[src/rtl/mem_map_pkg.sv]
`default_nettype none
// +----------------------------------------------------------------------+
// | mem_map_pkg - bus region codes and timer register map shared by HW/SW |
// | Rev 1.0                                                              |
// +----------------------------------------------------------------------+
package mem_map_pkg;

    localparam logic [3:0] REG_RAM   = 4'h0;
    localparam logic [3:0] REG_LEDR  = 4'h1;
    localparam logic [3:0] REG_HEX   = 4'h2;
    localparam logic [3:0] REG_SW    = 4'h3;
    localparam logic [3:0] REG_TIMER = 4'h4;

    localparam logic [1:0] TMR_CTRL   = 2'd0;
    localparam logic [1:0] TMR_LOAD   = 2'd1;
    localparam logic [1:0] TMR_COUNT  = 2'd2;
    localparam logic [1:0] TMR_STATUS = 2'd3;

    localparam int CTRL_EN_BIT   = 0;
    localparam int CTRL_AUTO_BIT = 1;

    localparam int HEX_COUNT = 6;

    function automatic logic [3:0] region_of(input logic [15:0] a);
        return a[15:12];
    endfunction

endpackage
`default_nettype wire

[src/rtl/mem_io_responder_io_timer.sv]
`default_nettype none
// +----------------------------------------------------------------------+
// | io_timer - prescaled down-counter with reload and sticky expiry flag  |
// | Rev 1.0                                                              |
// +----------------------------------------------------------------------+
module io_timer
    import mem_map_pkg::*;
#(
    parameter int DATA_W   = 16,
    parameter int PRESCALE = 50000
) (
    input  logic              clk,
    input  logic              reset_n,
    input  logic              i_we,
    input  logic [1:0]        i_off,
    input  logic [DATA_W-1:0] i_wdata,
    output logic [DATA_W-1:0] o_rdata,
    output logic              o_irq
);

    localparam int             PW      = $clog2(PRESCALE);
    localparam logic [PW-1:0]  PS_LAST = PW'(PRESCALE - 1);

    logic [1:0]        r_ctrl;
    logic [DATA_W-1:0] r_load;
    logic [DATA_W-1:0] r_count;
    logic [PW-1:0]     r_presc;
    logic              r_expired;
    logic              r_irq;

    logic w_en, w_auto, w_tick;
    logic w_ctrl_wr, w_load_wr, w_status_wr;
    logic w_expire, w_expired_nxt;

    assign w_en        = r_ctrl[CTRL_EN_BIT];
    assign w_auto      = r_ctrl[CTRL_AUTO_BIT];
    assign w_tick      = w_en && (r_presc == PS_LAST);
    assign w_ctrl_wr   = i_we && (i_off == TMR_CTRL);
    assign w_load_wr   = i_we && (i_off == TMR_LOAD);
    assign w_status_wr = i_we && (i_off == TMR_STATUS);

    // A LOAD write pre-empts any tick on the same edge, so it also blocks expiry.
    assign w_expire      = w_tick && !w_load_wr && (r_count == DATA_W'(1));
    assign w_expired_nxt = w_expire | (r_expired & ~w_status_wr);

    always_ff @(posedge clk) begin
        if (!reset_n) begin
            r_ctrl    <= '0;
            r_load    <= '0;
            r_count   <= '0;
            r_presc   <= '0;
            r_expired <= 1'b0;
            r_irq     <= 1'b0;
        end else begin
            if (w_ctrl_wr) begin
                r_ctrl <= i_wdata[1:0];
            end
            if (w_load_wr) begin
                r_load  <= i_wdata;
                r_count <= i_wdata;
                r_presc <= '0;
            end else begin
                if (!w_en || w_tick) begin
                    r_presc <= '0;
                end else begin
                    r_presc <= r_presc + 1'b1;
                end
                if (w_tick && (r_count != '0)) begin
                    if (r_count == DATA_W'(1)) begin
                        r_count <= w_auto ? r_load : '0;
                    end else begin
                        r_count <= r_count - 1'b1;
                    end
                end
            end
            r_expired <= w_expired_nxt;
            r_irq     <= w_expired_nxt;
        end
    end

    always_comb begin
        o_rdata = '0;
        case (i_off)
            TMR_CTRL:   o_rdata = DATA_W'(r_ctrl);
            TMR_LOAD:   o_rdata = r_load;
            TMR_COUNT:  o_rdata = r_count;
            TMR_STATUS: o_rdata = DATA_W'(r_expired);
            default:    o_rdata = '0;
        endcase
    end

    assign o_irq = r_irq;

endmodule
`default_nettype wire

[src/rtl/mem_io_responder.sv]
`default_nettype none
// +----------------------------------------------------------------------+
// | mem_io_responder - CPU memory-bus responder: RAM, LEDR, HEX, SW, timer|
// | Rev 1.0                                                              |
// +----------------------------------------------------------------------+
module mem_io_responder
    import mem_map_pkg::*;
#(
    parameter int DATA_W   = 16,
    parameter int RAM_AW   = 8,
    parameter int PRESCALE = 50000
) (
    input  logic              clk,
    input  logic              reset_n,
    input  logic [15:0]       addr,
    input  logic [DATA_W-1:0] wdata,
    input  logic              w,
    output logic [DATA_W-1:0] rdata,
    input  logic [9:0]        sw,
    output logic [9:0]        ledr,
    output logic [6:0]        hex0,
    output logic [6:0]        hex1,
    output logic [6:0]        hex2,
    output logic [6:0]        hex3,
    output logic [6:0]        hex4,
    output logic [6:0]        hex5,
    output logic              irq
);

    logic [DATA_W-1:0] r_ram [2**RAM_AW];
    logic [DATA_W-1:0] r_rdata;
    logic [9:0]        r_ledr;
    logic [6:0]        r_hex [HEX_COUNT];
    logic [9:0]        r_sw_meta;
    logic [9:0]        r_sw_sync;

    logic [3:0]        w_region;
    logic [2:0]        w_hex_idx;
    logic              w_hex_ok;
    logic [DATA_W-1:0] w_rdata_nxt;
    logic [DATA_W-1:0] w_tmr_rdata;
    logic              w_tmr_we;
    logic              w_unused;

    assign w_region  = region_of(addr);
    assign w_hex_idx = addr[2:0];
    assign w_hex_ok  = (w_hex_idx < 3'(HEX_COUNT));
    assign w_tmr_we  = w && (w_region == REG_TIMER);
    assign w_unused  = ^addr;

    // RAM is deliberately left out of reset so it maps onto block memory.
    always_ff @(posedge clk) begin
        if (w && (w_region == REG_RAM)) begin
            r_ram[addr[RAM_AW-1:0]] <= wdata;
        end
    end

    always_ff @(posedge clk) begin
        if (!reset_n) begin
            r_rdata   <= '0;
            r_ledr    <= '0;
            r_sw_meta <= '0;
            r_sw_sync <= '0;
            for (int i = 0; i < HEX_COUNT; i++) begin
                r_hex[i] <= 7'h7F;
            end
        end else begin
            r_sw_meta <= sw;
            r_sw_sync <= r_sw_meta;
            r_rdata   <= w_rdata_nxt;
            if (w && (w_region == REG_LEDR)) begin
                r_ledr <= wdata[9:0];
            end
            if (w && (w_region == REG_HEX) && w_hex_ok) begin
                r_hex[w_hex_idx] <= wdata[6:0];
            end
        end
    end

    // Mux uses pre-edge state, so same-edge writes return old contents.
    always_comb begin
        w_rdata_nxt = '0;
        case (w_region)
            REG_RAM:   w_rdata_nxt = r_ram[addr[RAM_AW-1:0]];
            REG_LEDR:  w_rdata_nxt = DATA_W'(r_ledr);
            REG_HEX:   w_rdata_nxt = w_hex_ok ? DATA_W'(r_hex[w_hex_idx]) : '0;
            REG_SW:    w_rdata_nxt = DATA_W'(r_sw_sync);
            REG_TIMER: w_rdata_nxt = w_tmr_rdata;
            default:   w_rdata_nxt = '0;
        endcase
    end

    io_timer #(
        .DATA_W   (DATA_W),
        .PRESCALE (PRESCALE)
    ) u_timer (
        .clk     (clk),
        .reset_n (reset_n),
        .i_we    (w_tmr_we),
        .i_off   (addr[1:0]),
        .i_wdata (wdata),
        .o_rdata (w_tmr_rdata),
        .o_irq   (irq)
    );

    assign rdata = r_rdata;
    assign ledr  = r_ledr;
    assign hex0  = r_hex[0];
    assign hex1  = r_hex[1];
    assign hex2  = r_hex[2];
    assign hex3  = r_hex[3];
    assign hex4  = r_hex[4];
    assign hex5  = r_hex[5];

endmodule
`default_nettype wire

[config.mk]
export PLATFORM = sky130hd
export DESIGN_NAME = mem_io_responder
export DESIGN_NICKNAME = d
export VERILOG_FILES = /design/src/rtl/mem_map_pkg.sv /design/src/rtl/mem_io_responder_io_timer.sv /design/src/rtl/mem_io_responder.sv
export SDC_FILE = /design/constraint.sdc
export NUM_CORES = 2
export LEC_CHECK = 0
export CAP_MARGIN = 25
export CORE_MARGIN = 2
export CORE_UTILIZATION = 55
export DETAILED_ROUTE_END_ITERATION = 10
export PLACE_DENSITY = 0.74
export SYNTH_ARGS = -nofsm -noshare
export SYNTH_HDL_FRONTEND = slang
export SYNTH_MEMORY_MAX_BITS = 65536
export SYNTH_SLANG_ARGS = --single-unit
[constraint.sdc]
create_clock -name clk -period 4 [get_ports clk]
set_input_delay 1.2 -clock clk [delete_from_list [all_inputs] [get_ports clk]]
set_output_delay 1.2 -clock clk [all_outputs]
set_load 0.03 [all_outputs]
# Yosys cells after proc, flatten, opt, wreduce, memory -nomap -nowiden
# Memory sizes are Yosys's and may differ from the RTL's.
# Cells that the tools add are included.
[totals]
memories = 2
reg_bits = 97
mem_bits_rw = 4138
out_inout_bits = 69
[classes]
eq_ne = 9
reduce_logical = 21
order_cmp = 1
bitwise = 4
n_mux = 16
add_sub_neg = 2
[mem_list]
columns = ["memory", "words", "word_bits", "rd", "rd_clocked_by_memory_dff", "write_ports", "line_no", "text"]
rows = [
  ["r_ram", 256, 16, 1, 0, 1, "mem_io_responder.sv:30", "logic [DATA_W-1:0] r_ram [2**RAM_AW];"],
  ["r_hex", 6, 7, 7, 0, 6, "mem_io_responder.sv:33", "logic [6:0] r_hex [HEX_COUNT];"],
]
[ops]
columns = ["cell", "n"]
rows = [
  ["$pmux 16 s5", 1],
  ["$mux 16", 4],
  ["$pmux 16 s4", 1],
  ["$add 16x1->16 const B", 1],
  ["$eq 16x1->1 const B", 1],
  ["$eq 16x16->1 const B", 1],
  ["$reduce_bool 16->1", 1],
  ["$sub 16x1->16 const B", 1],
  ["$mux 7", 2],
  ["$logic_and 1x1->1", 12],
  ["$eq 4x2->1 const B", 2],
  ["$mux 1", 7],
  ["$reduce_or 7->1", 1],
  ["$eq 2x2->1 const B", 2],
  ["$eq 4x1->1 const B", 1],
  ["$eq 4x3->1 const B", 1],
  ["$logic_not 4->1", 1],
  ["$lt 3x3->1 const B", 1],
  ["$mux 3", 1],
  ["$reduce_or 3->1", 1],
  ["$eq 2x1->1 const B", 1],
  ["$logic_not 1->1", 2],
  ["$logic_not 2->1", 1],
  ["$not 1->1", 2],
  ["other kinds (4)", 4],
]

# Logic depth before layout (Yosys ltp)
[depth]
depth_word = 8
depth_mapped = 13
mapped_depth_nobuf = 9

# By module
# From an unflattened synthesis, not the netlist that was laid out.
[unflattened]
cells_unflattened = 7946
hier_area_um2 = 163723.3
[modules_own_cells]
columns = ["mod", "area_per_inst_um2", "cells_each", "seq_area_each_um2", "n_inst"]
rows = [
  ["mem_io_responder", 160815.5, 7589, 125180.1, 1],
  ["io_timer", 2907.8, 357, 1021.0, 1],
]

# Least setup slack after synthesis
# Ideal clock, no wire load.
[synth_timing]
path_type = "in2reg"
from = "input port addr[0]"
to = "memory r_ram[223][0] (enable)"
setup_slack_ns = -0.228
n_path_buf = 8
arrival_time_ns = 3.840
cell_stages = 12
t_required_ns = 3.612
path_cell_list = "buf_4 -> buf_8 -> buf_6 -> buf_4 -> buf_4 -> buf_6 -> buf_2 -> nand2_1 -> nor2_1 -> nand2_1 -> buf_2 -> nor2_1"
[synth_rtl]
columns = ["element", "line_no", "text"]
rows = [
  ["start: declaration", "mem_io_responder.sv:15", "input logic [15:0] addr,"],
  ["end: declaration", "mem_io_responder.sv:30", ""],
]
# No word-level cell before the write port.

# Worst setup path after layout
[layout_timing]
from = "input port addr[0]"
to = "register r_rdata[0] (netlist: rdata[0])"
[layout_via]
elab_chain_len = 3
word_cells_on_any_way = 10
classes_between = "1 x order compare; 3 x eq/ne; 3 x mux; 1 x reduce/logical; 2 x memory"
[layout_lines]
columns = ["element", "line_no", "text"]
rows = [
  ["branches (longest 2 deep; another with $mem_v2 256x16)", "-", ""],
  ["$pmux 16 s5 *", "mem_io_responder.sv:83", "case (w_region)"],
  ["end signal: assignment", "mem_io_responder.sv:70", "r_rdata <= w_rdata_nxt;"],
  ["end: declaration", "mem_io_responder.sv:31", "logic [DATA_W-1:0] r_rdata;"],
]
# Mark *: on every way between the ends.
# A chain may end at the register's enable or synchronous reset.

==> flow_summary.toml <==
[status]
outcome = "finished clean"

[synth]
synthSimpleGateAreaFrac_pct = 2.71
synth-async-reset-ratio_pct = 0
ys_warn_count = 0
synthMuxAreaShare_pct = 15.1
synth_top_family_by_area = "multiplexers"
synth_fa_ha_area_share_pct = 0.0306
syn_inst = 7863
synthXorXnorAreaFrac_pct = 0.0857
synth_cell_types = 72
synth-edff-count = 4138
synth.yosys.seq_area_share_pct = 77.2
syn_area_sq_um = 164000
avgSynthCellArea_sq_um = 20.8
synth_compound_area_share_pct = 3.44
ys_ff_latch = 4235
syn_nets = 7912
synthFlopType = "edfxtp_1"

[critical_path]
ff2ff_setup_slack_ns = 0.98
worstSetupPathType = "input port to register"
r2r_cells = 8
cp_max_fo = 22
worstSetupStartpointType = "input port"
worstPathRequired_ns = 4.82
cp-end-kind = "register"
cp-startpoint = "addr[0]"
worstReg2RegStart = "u_timer.r_count[4]$_SDFFE_PN0P_"
r2r_end = "u_timer.r_count[11]$_SDFFE_PN0P_"
crit_arrival_ns = 4.63

[floorplan]
start_util_pct = 55.2
core_area_sq_um = 296000
rows = 200
dieArea_sq_um = 302000
dieHeight_um = 549
dieWidth_um = 549
io_pins = 114

[sta]
fin_tns_setup_ns = 0
grt_setup_unrepaired = "false"
period_share_pct = 95.3
worst_slew_pin_slew_ns = 1.23
finalHoldViolCount = 0
finalClockSkew_ns = 0.0564
timing.slew.headroom_pct = 17.9
slew_violations = 0
setup_violations = 0
clock.fmax_mhz = 262
fin_crit_ns = 3.81
hold_ws_ns = 0.439

[global_routing]
grt_pass1_vias = 88600
grt_pass1_wl_um = 647000
grt_max_degree = 130
antenna_found_initial = 24
grt-ovfl-total = 0
grt_usage_pct = 30.1

[clock_network]
htree_levels = 5
cts_setup_buffers = 0
post_cts_resized = 0
clk_pin_slew_ns = 0.07
cts_sinks = 4235
numCtsBuffers = 407
cts_tree = "yes"
cts_hold_buf = 0
clock_latency_ns = 0.95
clock-root-buffer = "clkbuf_16"
clockBufferDepth = 4

[final_layout]
fin_nets = 9123
final_cell_area_sq_um = 193000
synthToLayoutAreaGrowth_pct = 18.3
mostFrequentLayoutCell = "edfxtp_1"
layout-drive-gt1-share_pct = 28.9
layout_common_cells = "edfxtp_1, mux4_2, buf_4"
fill_cells = 18300

[routing]
dr.first_iter.drc_count = 14800
wl_um = 456000
drc = 0
ant_nets = 0
vias = 89000
drt-vias-per-instance = 6.66
wl_per_cell_um = 34.1
first_pass_iters = 8

[min_path]
hold_end = "r_sw_sync[0]$_SDFF_PN0_"
min_delay_path_depth = 1
hold_class = "register to register"
hold_path.startpoint = "r_sw_meta[0]$_SDFF_PN0_"

[pwr]
ir_drop_v = 0.000569
pwr_density_cell_nw_per_um2 = 472
p_total_uw = 91300
p_leak_uw = 0.0629

[placed_design]
gp_congestion = 0.924
place.port_buffers = 109
hpwl_um = 284000
dpl_cell_area_sq_um = 181000

[run]
cap_violations = 0
-- metrics by stage --
step / std cells / util, % / setup slack, ns
2_1_floorplan: 7863 / - / -0.228
3_3_place_gp: 12600 / 60.9 / -0.704
3_5_place_dp: 12600 / 60.9 / -0.611
4_1_cts: 13300 / 65.3 / 0.349
5_1_grt: 13300 / 65.3 / 0.214
6_report: 13400 / 65.3 / 0.190
-- logic make-up (layout without fill, tap and decap cells) --
group / Yosys count / count (layout)
AOI/OAI and AO/OA: 813 / 813
xor gates and xnor gates: 16 / 16
adders and majority gates: 4 / 4
buffers and inverters: 463 / 2006
DFF: 4235 / 4235
muxes: 1349 / 1349
other: 0 / 12
and+or+nand+nor: 983 / 983
-- synth_stat cells, types with 7 or more instances --
cell type | number | share of area [%]
edfxtp_1 | 4138 | 76
mux4_2 | 894 | 12
mux2i_1 | 418 | 2.6
nor2_1 | 374 | 0.86
nand2_1 | 268 | 0.62
a22oi_1 | 241 | 1.1
buf_2 | 170 | 0.52
clkbuf_1 | 162 | 0.37
a21oi_1 | 134 | 0.41
nand3_1 | 122 | 0.37
o21ai_0 | 110 | 0.34
dfxtp_1 | 97 | 1.2
buf_4 | 63 | 0.29
a221oi_1 | 60 | 0.32
o22ai_1 | 45 | 0.17
nand4_1 | 38 | 0.15
mux2_2 | 37 | 0.25
a21boi_0 | 36 | 0.17
buf_1 | 36 | 0.083
or3_1 | 30 | 0.11
and2_1 | 29 | 0.11
nor3_1 | 25 | 0.077
o211ai_1 | 23 | 0.11
a22o_1 | 22 | 0.12
nor4_1 | 19 | 0.073
a31oi_1 | 18 | 0.069
buf_6 | 18 | 0.12
a211oi_1 | 17 | 0.078
nand2b_1 | 17 | 0.065
a32oi_1 | 14 | 0.075
nor2b_1 | 14 | 0.054
a211o_1 | 11 | 0.059
o31ai_1 | 11 | 0.051
a21o_1 | 10 | 0.046
inv_1 | 9 | 0.021
o221ai_1 | 9 | 0.048
o22a_1 | 9 | 0.048
or2_2 | 9 | 0.034
xor2_1 | 9 | 0.048
and3_1 | 8 | 0.031
a311oi_1 | 7 | 0.037
o2111ai_1 | 7 | 0.037
xnor2_1 | 7 | 0.037
-- cell type report --
type	instances	area (sq um)	share of cell area (%)
antenna	12	30.0	0.0155
clock buffer	491	10700	5.54
clock inverter	250	2170	1.12
inverter	13	53.8	0.0278
multi-input combinational	3165	35100	18.1
sequential	4235	126000	65.2
tap	3939	4930	2.55
timing repair buffer	1252	14300	7.39
-- worst max path at each step --
stage	end	slack [ns]	depth (start not counted)
6_report	rdata[0]$_SDFF_PN0_	0.19	9
5_1_grt	rdata[10]$_SDFF_PN0_	0.21	11
4_1_cts	rdata[11]$_SDFF_PN0_	0.35	12
3_5_place_dp	rdata[11]$_SDFF_PN0_	-0.61	12
3_3_place_gp	rdata[10]$_SDFF_PN0_	-0.70	9
2_1_floorplan	r_ram[223][0]$_DFFE_PP_	-0.23	12
-- report_power, final --
group          leakage [uW]  internal (uW)  switching [uW]
clock               0.00631          21200           16400
sequential           0.0380          48700            33.1
combinational        0.0186           1950            3130
total                0.0629          71800           19500
-- metal layers --
metal / wire (um) / track usage (%)
met2: 214000 / 46.7
met5: 195 / 0
met1: 160000 / 40.9
met3: 56700 / 7.03
met4: 24800 / 14.4
-- critical path, cell delays in order --
cell      delay (ns)
buf_8           0.27
buf_12          0.22
buf_12          0.23
buf_12          0.22
mux4_2          0.55
a222oi_1        0.95
o221ai_1        0.23
buf_4           0.20
or4_1           0.48
-- flip-flops by register name, summed over array words and instances (netlist names) --
| name | flops |
|---|---|
| ledr | 10 |
| r_hex | 42 |
| r_ram | 4096 |
| r_sw_meta | 10 |
| r_sw_sync | 10 |
| rdata | 16 |
| u_timer.r_count | 16 |
| u_timer.r_ctrl | 2 |
| u_timer.r_expired | 1 |
| u_timer.r_load | 16 |
| u_timer.r_presc | 16 |
(Power assumes the default switching activity.)
